File: config.mk
export PLATFORM = sky130hd
export DESIGN_NAME = axi_lite_master
export DESIGN_NICKNAME = d
export VERILOG_FILES = /design/src/rtl/axi_lite_master.sv
export SDC_FILE = /design/constraint.sdc
export NUM_CORES = 1
export LEC_CHECK = 0
export CAP_MARGIN = 30
export CORE_AREA = 2 2 135 137
export DETAILED_ROUTE_END_ITERATION = 7
export DIE_AREA = 0 0 137 139
export PLACE_DENSITY = 0.76
export SLEW_MARGIN = 20
export SYNTH_ARGS = -nofsm -noshare
export SYNTH_HDL_FRONTEND = slang
export SYNTH_SLANG_ARGS = --single-unit
export TNS_END_PERCENT = 30
File: constraint.sdc
create_clock -name axi_aclk -period 1.9 [get_ports axi_aclk]
set_clock_uncertainty 0.15 [all_clocks]
set_input_delay 0.19 -clock axi_aclk [delete_from_list [all_inputs] [get_ports axi_aclk]]
set_output_delay 0.19 -clock axi_aclk [all_outputs]
set_load 0.05 [all_outputs]
File: src/rtl/axi_lite_master.sv
// ---------------------------------------------------------------------------
// AxiLiteMaster (module axi_lite_master)
//
// Purpose: turns single read/write commands into AXI4-Lite transactions. Only
// one transaction is in flight at a time. Each finished transaction is
// returned on a response handshake. A sticky timeout flag warns when the
// slave is slow, but the transaction still runs to completion.
//
// Ports:
//   axi_aclk, axi_areset        clock, synchronous active-high reset
//   cmd_valid/cmd_ready         command handshake
//   cmd_write, cmd_addr,        command: direction, byte address,
//   cmd_wdata, cmd_wstrb        write data and strobes (unused for reads)
//   rsp_valid/rsp_ready         response handshake
//   rsp_rdata, rsp_resp,        response: read data (0 for writes),
//   rsp_write                   AXI response code, echo of the direction
//   M_AXI_aw*/w*/b*/ar*/r*      AXI4-Lite master channels
//   timeout                     sticky flag for the current transaction
//   txn_count                   number of completed responses (wraps)
// ---------------------------------------------------------------------------
module axi_lite_master #(
   parameter int ADDR_WIDTH     = 40,
   parameter int TIMEOUT_CYCLES = 1024
) (
   input  logic                  axi_aclk,
   input  logic                  axi_areset,
   input  logic                  cmd_valid,
   output logic                  cmd_ready,
   input  logic                  cmd_write,
   input  logic [ADDR_WIDTH-1:0] cmd_addr,
   input  logic [31:0]           cmd_wdata,
   input  logic [3:0]            cmd_wstrb,
   output logic                  rsp_valid,
   input  logic                  rsp_ready,
   output logic [31:0]           rsp_rdata,
   output logic [1:0]            rsp_resp,
   output logic                  rsp_write,
   output logic [ADDR_WIDTH-1:0] M_AXI_awaddr,
   output logic [2:0]            M_AXI_awprot,
   output logic                  M_AXI_awvalid,
   input  logic                  M_AXI_awready,
   output logic [31:0]           M_AXI_wdata,
   output logic [3:0]            M_AXI_wstrb,
   output logic                  M_AXI_wvalid,
   input  logic                  M_AXI_wready,
   input  logic [1:0]            M_AXI_bresp,
   input  logic                  M_AXI_bvalid,
   output logic                  M_AXI_bready,
   output logic [ADDR_WIDTH-1:0] M_AXI_araddr,
   output logic [2:0]            M_AXI_arprot,
   output logic                  M_AXI_arvalid,
   input  logic                  M_AXI_arready,
   input  logic [31:0]           M_AXI_rdata,
   input  logic [1:0]            M_AXI_rresp,
   input  logic                  M_AXI_rvalid,
   output logic                  M_AXI_rready,
   output logic                  timeout,
   output logic [15:0]           txn_count
);

   typedef enum logic [2:0] {IDLE, WR, WR_RESP, RD_ADDR, RD_DATA, RSP} state_t;

   localparam logic [15:0] TIMEOUT_LIMIT = 16'(TIMEOUT_CYCLES);

   state_t                state_q;
   logic [ADDR_WIDTH-1:0] addr_q;
   logic [31:0]           wdata_q;
   logic [3:0]            wstrb_q;
   logic                  write_q;
   logic                  awValid_q;
   logic                  wValid_q;
   logic                  bReady_q;
   logic                  arValid_q;
   logic                  rReady_q;
   logic                  rspValid_q;
   logic [31:0]           rspRdata_q;
   logic [1:0]            rspResp_q;
   logic                  timeout_q;
   logic [15:0]           txnCount_q;
   logic [15:0]           cycleCnt_q;
   logic [15:0]           cycleCnt_d;
   logic                  cmdAccept;
   logic                  awDone;
   logic                  wDone;

   // cmd_ready comes straight from the state so that the very first cycle
   // after reset already offers it; reset itself masks it to 0.
   assign cmd_ready = (state_q == IDLE) && !axi_areset;
   assign cmdAccept = cmd_valid && cmd_ready;

   // A write channel counts as done when its handshake happens this cycle or
   // its valid has already dropped after an earlier handshake.
   assign awDone = !awValid_q || M_AXI_awready;
   assign wDone  = !wValid_q  || M_AXI_wready;

   // The wait counter only runs while the slave owns the transaction, and it
   // saturates so that a stuck slave can never wrap it back below the limit.
   always_comb begin
      cycleCnt_d = cycleCnt_q;
      if ((state_q inside {WR, WR_RESP, RD_ADDR, RD_DATA}) && (cycleCnt_q != 16'hFFFF)) begin
         cycleCnt_d = cycleCnt_q + 16'd1;
      end
   end

   // Main transaction FSM. Every output is a register updated here. A new
   // accept clears the counter and timeout after the generic update, and
   // the later assignment takes priority.
   always_ff @(posedge axi_aclk) begin
      if (axi_areset) begin
         state_q    <= IDLE;
         addr_q     <= '0;
         wdata_q    <= '0;
         wstrb_q    <= '0;
         write_q    <= 1'b0;
         awValid_q  <= 1'b0;
         wValid_q   <= 1'b0;
         bReady_q   <= 1'b0;
         arValid_q  <= 1'b0;
         rReady_q   <= 1'b0;
         rspValid_q <= 1'b0;
         rspRdata_q <= '0;
         rspResp_q  <= '0;
         timeout_q  <= 1'b0;
         txnCount_q <= '0;
         cycleCnt_q <= '0;
      end else begin
         cycleCnt_q <= cycleCnt_d;
         if (cycleCnt_d >= TIMEOUT_LIMIT) begin
            timeout_q <= 1'b1;
         end
         case (state_q)
            IDLE: begin
               if (cmdAccept) begin
                  addr_q     <= cmd_addr;
                  wdata_q    <= cmd_wdata;
                  wstrb_q    <= cmd_wstrb;
                  write_q    <= cmd_write;
                  cycleCnt_q <= '0;
                  timeout_q  <= 1'b0;
                  if (cmd_write) begin
                     awValid_q <= 1'b1;
                     wValid_q  <= 1'b1;
                     state_q   <= WR;
                  end else begin
                     arValid_q <= 1'b1;
                     state_q   <= RD_ADDR;
                  end
               end
            end
            WR: begin
               if (awValid_q && M_AXI_awready) begin
                  awValid_q <= 1'b0;
               end
               if (wValid_q && M_AXI_wready) begin
                  wValid_q <= 1'b0;
               end
               if (awDone && wDone) begin
                  bReady_q <= 1'b1;
                  state_q  <= WR_RESP;
               end
            end
            WR_RESP: begin
               if (M_AXI_bvalid) begin
                  bReady_q   <= 1'b0;
                  rspResp_q  <= M_AXI_bresp;
                  rspRdata_q <= '0;
                  rspValid_q <= 1'b1;
                  state_q    <= RSP;
               end
            end
            RD_ADDR: begin
               if (M_AXI_arready) begin
                  arValid_q <= 1'b0;
                  rReady_q  <= 1'b1;
                  state_q   <= RD_DATA;
               end
            end
            RD_DATA: begin
               if (M_AXI_rvalid) begin
                  rReady_q   <= 1'b0;
                  rspRdata_q <= M_AXI_rdata;
                  rspResp_q  <= M_AXI_rresp;
                  rspValid_q <= 1'b1;
                  state_q    <= RSP;
               end
            end
            RSP: begin
               if (rsp_ready) begin
                  rspValid_q <= 1'b0;
                  txnCount_q <= txnCount_q + 16'd1;
                  state_q    <= IDLE;
               end
            end
            default: begin
               state_q <= IDLE;
            end
         endcase
      end
   end

   assign M_AXI_awaddr  = addr_q;
   assign M_AXI_awprot  = 3'b000;
   assign M_AXI_awvalid = awValid_q;
   assign M_AXI_wdata   = wdata_q;
   assign M_AXI_wstrb   = wstrb_q;
   assign M_AXI_wvalid  = wValid_q;
   assign M_AXI_bready  = bReady_q;
   assign M_AXI_araddr  = addr_q;
   assign M_AXI_arprot  = 3'b000;
   assign M_AXI_arvalid = arValid_q;
   assign M_AXI_rready  = rReady_q;
   assign rsp_valid     = rspValid_q;
   assign rsp_rdata     = rspRdata_q;
   assign rsp_resp      = rspResp_q;
   assign rsp_write     = write_q;
   assign timeout       = timeout_q;
   assign txn_count     = txnCount_q;

endmodule

# Yosys cells after proc, flatten, opt, wreduce, memory -nomap -nowiden

Index checks and enable logic that the tools add are counted.

Add/sub/neg operators: 2
Magnitude comparators: 1
Equal/unequal tests: 16
Multiplexer cells: 40
Reductions and logical operators: 29

Operator list:

| operator                                                                | count |
|---|---|
| 32-bit 2-to-1 mux                                                       | 2 |
| 32-bit case mux with 2 select lines                                     | 1 |
| 16-bit 2-to-1 mux                                                       | 3 |
| 16-bit by 1-bit adder with 16-bit output, second input constant         | 2 |
| 3-bit 2-to-1 mux                                                        | 6 |
| 3-bit case mux with 6 select lines                                      | 1 |
| 1-bit 2-to-1 mux                                                        | 17 |
| 16-bit by 11-bit >= comparator with 1-bit output, second input constant | 1 |
| 16-bit inequality test, second input constant                           | 1 |
| 4-bit AND reduction                                                     | 4 |
| 2-bit inequality test, second input constant                            | 7 |
| 1-bit case mux with 2 select lines                                      | 5 |
| 2-bit nonzero test                                                      | 5 |
| 3-bit AND reduction                                                     | 3 |
| 3-bit by 2-bit == test with 1-bit output, second input constant         | 2 |
| 3-bit == test, second input constant                                    | 2 |
| 1-bit logical AND                                                       | 6 |
| 2-bit 2-to-1 mux                                                        | 3 |
| 2-bit by 1-bit inequality test with 1-bit output, second input constant | 3 |
| 6-bit AND reduction                                                     | 1 |
| 2-bit case mux with 2 select lines                                      | 1 |
| 2-bit AND reduction                                                     | 2 |
| 4-bit nonzero test                                                      | 1 |
| 3-bit by 1-bit == test with 1-bit output, second input constant         | 1 |
| other kinds (5)                                                         | 8 |

Register bits after elaboration: 153
Input bits: 122
Word-level logic and storage cells: 104

# Longest topological paths before layout

Word-level depth: 8
Depth in mapped cells: 8
Depth with buffers taken out: 6

# Worst setup path before layout

OpenSTA, ideal clock, no wires.

Kind: register to register
Start: reg state_q[0]
End: reg addr_q[0] (netlist: M_AXI_araddr[0])
Data arrival time: 2.401 ns
Required time: 1.636 ns
Path slack: -0.765 ns
Cell stages (with the launch flop): 8
Buffers on the path: 3
Period minus slack after synthesis: 2.665 ns
Cell sequence: dfxtp_1 > buf_6 > nor4_2 > nand2_1 > clkbuf_1 > clkbuf_1 > nand3b_1 > nand2_1

Cells in the longest elaborated chain, start to end: 4

Ends and longest elaborated chain:

| item                                 | RTL line | text |
|---|---|---|
| start: declaration                   | 65       | `state_t state_q;` |
| start signal: assignment             | 110      | `state_q <= IDLE;` |
| start signal: assignment             | 143      | `state_q <= WR;` |
| start signal: assignment             | 146      | `state_q <= RD_ADDR;` |
| 3-bit zero test                      | 88       | `assign cmd_ready = (state_q == IDLE) && !axi_areset;` |
| 1-bit logical AND                    | 88       |  |
| net cmd_ready                        | 28       | `output logic cmd_ready,` |
| 1-bit logical AND                    | 89       | `assign cmdAccept = cmd_valid && cmd_ready;` |
| 2-bit AND reduction (no source line) | --       |  |
| end signal: assignment               | 134      | `addr_q <= cmd_addr;` |
| end: declaration                     | 66       | `logic [ADDR_WIDTH-1:0] addr_q;` |

The timed path passes the listed nets, and every way through them passes these cells.
A chain may end at the register's enable or synchronous reset.

# Worst setup path in the final report

Start: reg state_q[0]
End: out cmd_ready

Cells in the longest elaborated chain, start to end: 2

Ends and longest elaborated chain:

| item              | RTL line |
|---|---|
| 3-bit zero test   | 88 |
| 1-bit logical AND | 88 |
| end: declaration  | 28 |

Every way passes these cells.

==> metrics.yaml <==
ys.flop_type: "dfxtp_1"
ant_nets: 0
dr.pass1.iters: 4
synth.area.top_cells: "dfxtp_1, nand2_1, nand3b_1, buf_4, a22oi_1"
cp_slowest_cell: "dfxtp_2"
maxCapViolations: 0
cpLargestDelayFamily: "buffers and inverters"
grt_usage_pct: 18.7
use_met3_pct: 5.81
core_mm2: 0.0177
status: "completed"
synth.avg_cell_area_um2: 8.61
vias: 5949
netlist.area_leader.share_pct: 47.7
antenna_found_initial: 0
finalSetupViolCount: 0
wl_per_cell_um: 14.7
ys_warn_count: 0
ys_top_cells_by_count: "nand2_1, dfxtp_1, nand3b_1"
place_congestion: 0.831
synth_seq_cells: 153
dieArea_mm2: 0.0190
ir_drop_mv: 0.707
cp_max_fo: 4
cts.sinks: 153
drt_iter0_drc: 417
start_kind: "flip-flop"
grt_pass1_wl_um: 28400
post-dp-hpwl_um: 13000
die_y_um: 139
portBuffers: 296
synth_seq_area_share_pct: 47.7
worst_setup_path_end_kind: "primary output"
crit_type: "reg -> out"
vias_per_cell: 4.74
cts_max_level: 4
cts_tree: "yes"
slew_headroom_pct: 53.9
layout-area-overhead-vs-synth_pct: 54.7
ctsLongestPathBuffers: 2
grt_max_degree: 78
grt_pass1_vias: 5483
path_cells: "buf_6 -> nor4_4 -> buf_4 -> buf_12"
yosysTopAreaCell: "dfxtp_1"
n_antenna_cell: 0
grt_use_met1_pct: 23.0
die_w_um: 137
async_flop_share_pct: 0
arrival_ns: 1.50
drive_above_1_share_pct: 14.2
rows: 49
pre_cts_slack_ns: -0.0212
grt_overflow: 0
netlist_area_mm2: 0.00641
fin_crit_ns: 1.84
post-route-period-util_pct: 96.9
pin_count: 303
syn_inst: 745
hold_viol_final: 0
crit_buf_inv: 3
yosysMostFrequentCell: "nand2_1"
seq_area_mm2: 0.00307
nets: 1137
cts_hold_buffers: 0
gr-max-usage-layer: "met2"
finalPower_w: 0.0127
holdCritPathClass: "in -> reg"
powerDensity_mw_per_mm2: 1280
whs_ns: 0.142
start_util_pct: 36.3
yosys.cell_types.count: 53
cp.required_ns: 1.56
cts_buffers: 17
drv_slew: 0
synth_edf_count: 0
drt_wl_total_um: 18400
clock-root-buffer: "clkbuf_16"
clk_latency_ns: 0.41
rsz0062_at_grt: "true"
fmax_mhz: 543
final_util_pct: 56.2
clk_pin_slew_ns: 0.07
fillerInstances: 1642
fin_ws_ns: 0.0586
worst_pin_slew_ns: 0.692
p_leak_nw: 4.70
cpPeakStageDelay_ns: 0.34
drc: 0
multiInputGateArea_mm2: 0.00284
use_met2_pct: 30.4
==> logic make-up (layout without fill, tap and decap cells) <==
kind of cell	count (synthesis)	count (layout)	share of synthesized area, %
AND/OR/NAND/NOR	377	378	29.7
flip-flops	153	153	47.7
buffers and inverters	102	376	9.19
AO/OA/AOI/OAI	78	78	8.37
XOR/XNOR	27	27	3.69
multiplexers	5	5	0.819
adder cells (fa/ha/maj)	2	2	0.390
other	1	6	0.0585
==> worst min-delay path: cells and delay by family <==
| family | cells | cell delay, ns |
|---|---|---|
| buf+inv | 2 | 0.36 |
| simple gates | 1 | 0.12 |
==> state kept, by name (all words and copies together), names as in the netlist <==
signal and flops:
rsp_write 1, M_AXI_wvalid 1, rsp_rdata 32, txn_count 16, rsp_resp 2, cycleCnt_q 16, M_AXI_arvalid 1, M_AXI_awvalid 1
state_q 3, rsp_valid 1, M_AXI_bready 1, M_AXI_rready 1, M_AXI_wdata 32, timeout 1, M_AXI_wstrb 4, M_AXI_araddr 40
==> path summary, 6_finish.rpt <==
kind              depth (start not counted)                startpoint                   endpoint  slack, ns
setup / recovery                          4   state_q[0]$_SDFFE_PP0P_                  cmd_ready       0.06
hold reg to reg                           2    rsp_write$_SDFFE_PP0P_     rsp_write$_SDFFE_PP0P_       0.30
hold / removal                            3                axi_areset  rsp_rdata[7]$_SDFFE_PP0P_       0.14
setup reg to reg                          5  cycleCnt_q[1]$_SDFF_PP0_   cycleCnt_q[9]$_SDFF_PP0_       0.10
==> layer usage <==
| metal | wire, µm | part of all wire (%) |
|---|---|---|
| met1 | 7750 | 42 |
| met2 | 8950 | 48 |
| met3 | 1410 | 7.6 |
| met4 | 342 | 1.9 |
| met5 | 0 | 0 |
==> per-stage QoR <==
stage | TNS (ns) | area, µm² | std cells
3_3_place_gp | -0.0293 | 9410 | 1217
5_1_grt | -0.0697 | 9920 | 1254
6_report | 0 | 9920 | 1254
3_5_place_dp | -0.0413 | 9410 | 1217
2_1_floorplan | -5.71 | 6500 | 750
4_1_cts | 0 | 9830 | 1248
==> layout make-up <==
| class | instances | area share (%) |
|---|---|---|
| inverters | 5 | 0.189 |
| well taps | 229 | 2.89 |
| clock buffers | 18 | 4.43 |
| repair buffers | 340 | 31.5 |
| clock inverters | 13 | 1.44 |
| flip-flops and latches | 153 | 31.0 |
| multi-input cells | 496 | 28.6 |
==> repair_timing <==
| item | in CTS | in global routing |
|---|---|---|
| pin swaps | 1 | 6 |
| resized for setup | 131 | 17 |
| endpoints found under the setup margin | 131 | 30 |
| buffers inserted | 0 | 4 |
| cloned | 0 | 2 |
==> placed cells by master (no fill, tap or decap), types with 17 or more instances in the layout <==
| cell type | count |
|---|---|
| a22oi_1 | 34 |
| buf_4 | 78 |
| clkbuf_16 | 17 |
| clkdlybuf4s50_1 | 120 |
| dfxtp_1 | 146 |
| dlygate4sd2_1 | 130 |
| nand2_1 | 171 |
| nand3b_1 | 80 |
| nor2_1 | 64 |
| xor2_1 | 17 |
==> where the power goes <==
part	switching, W	total [W]	internal [W]
Combinational	0.00361	0.00530	0.00169
Sequential	0.000325	0.00403	0.00371
Clock	0.00138	0.00335	0.00197
Total	0.00531	0.0127	0.00737
(Power assumes the default switching activity.)
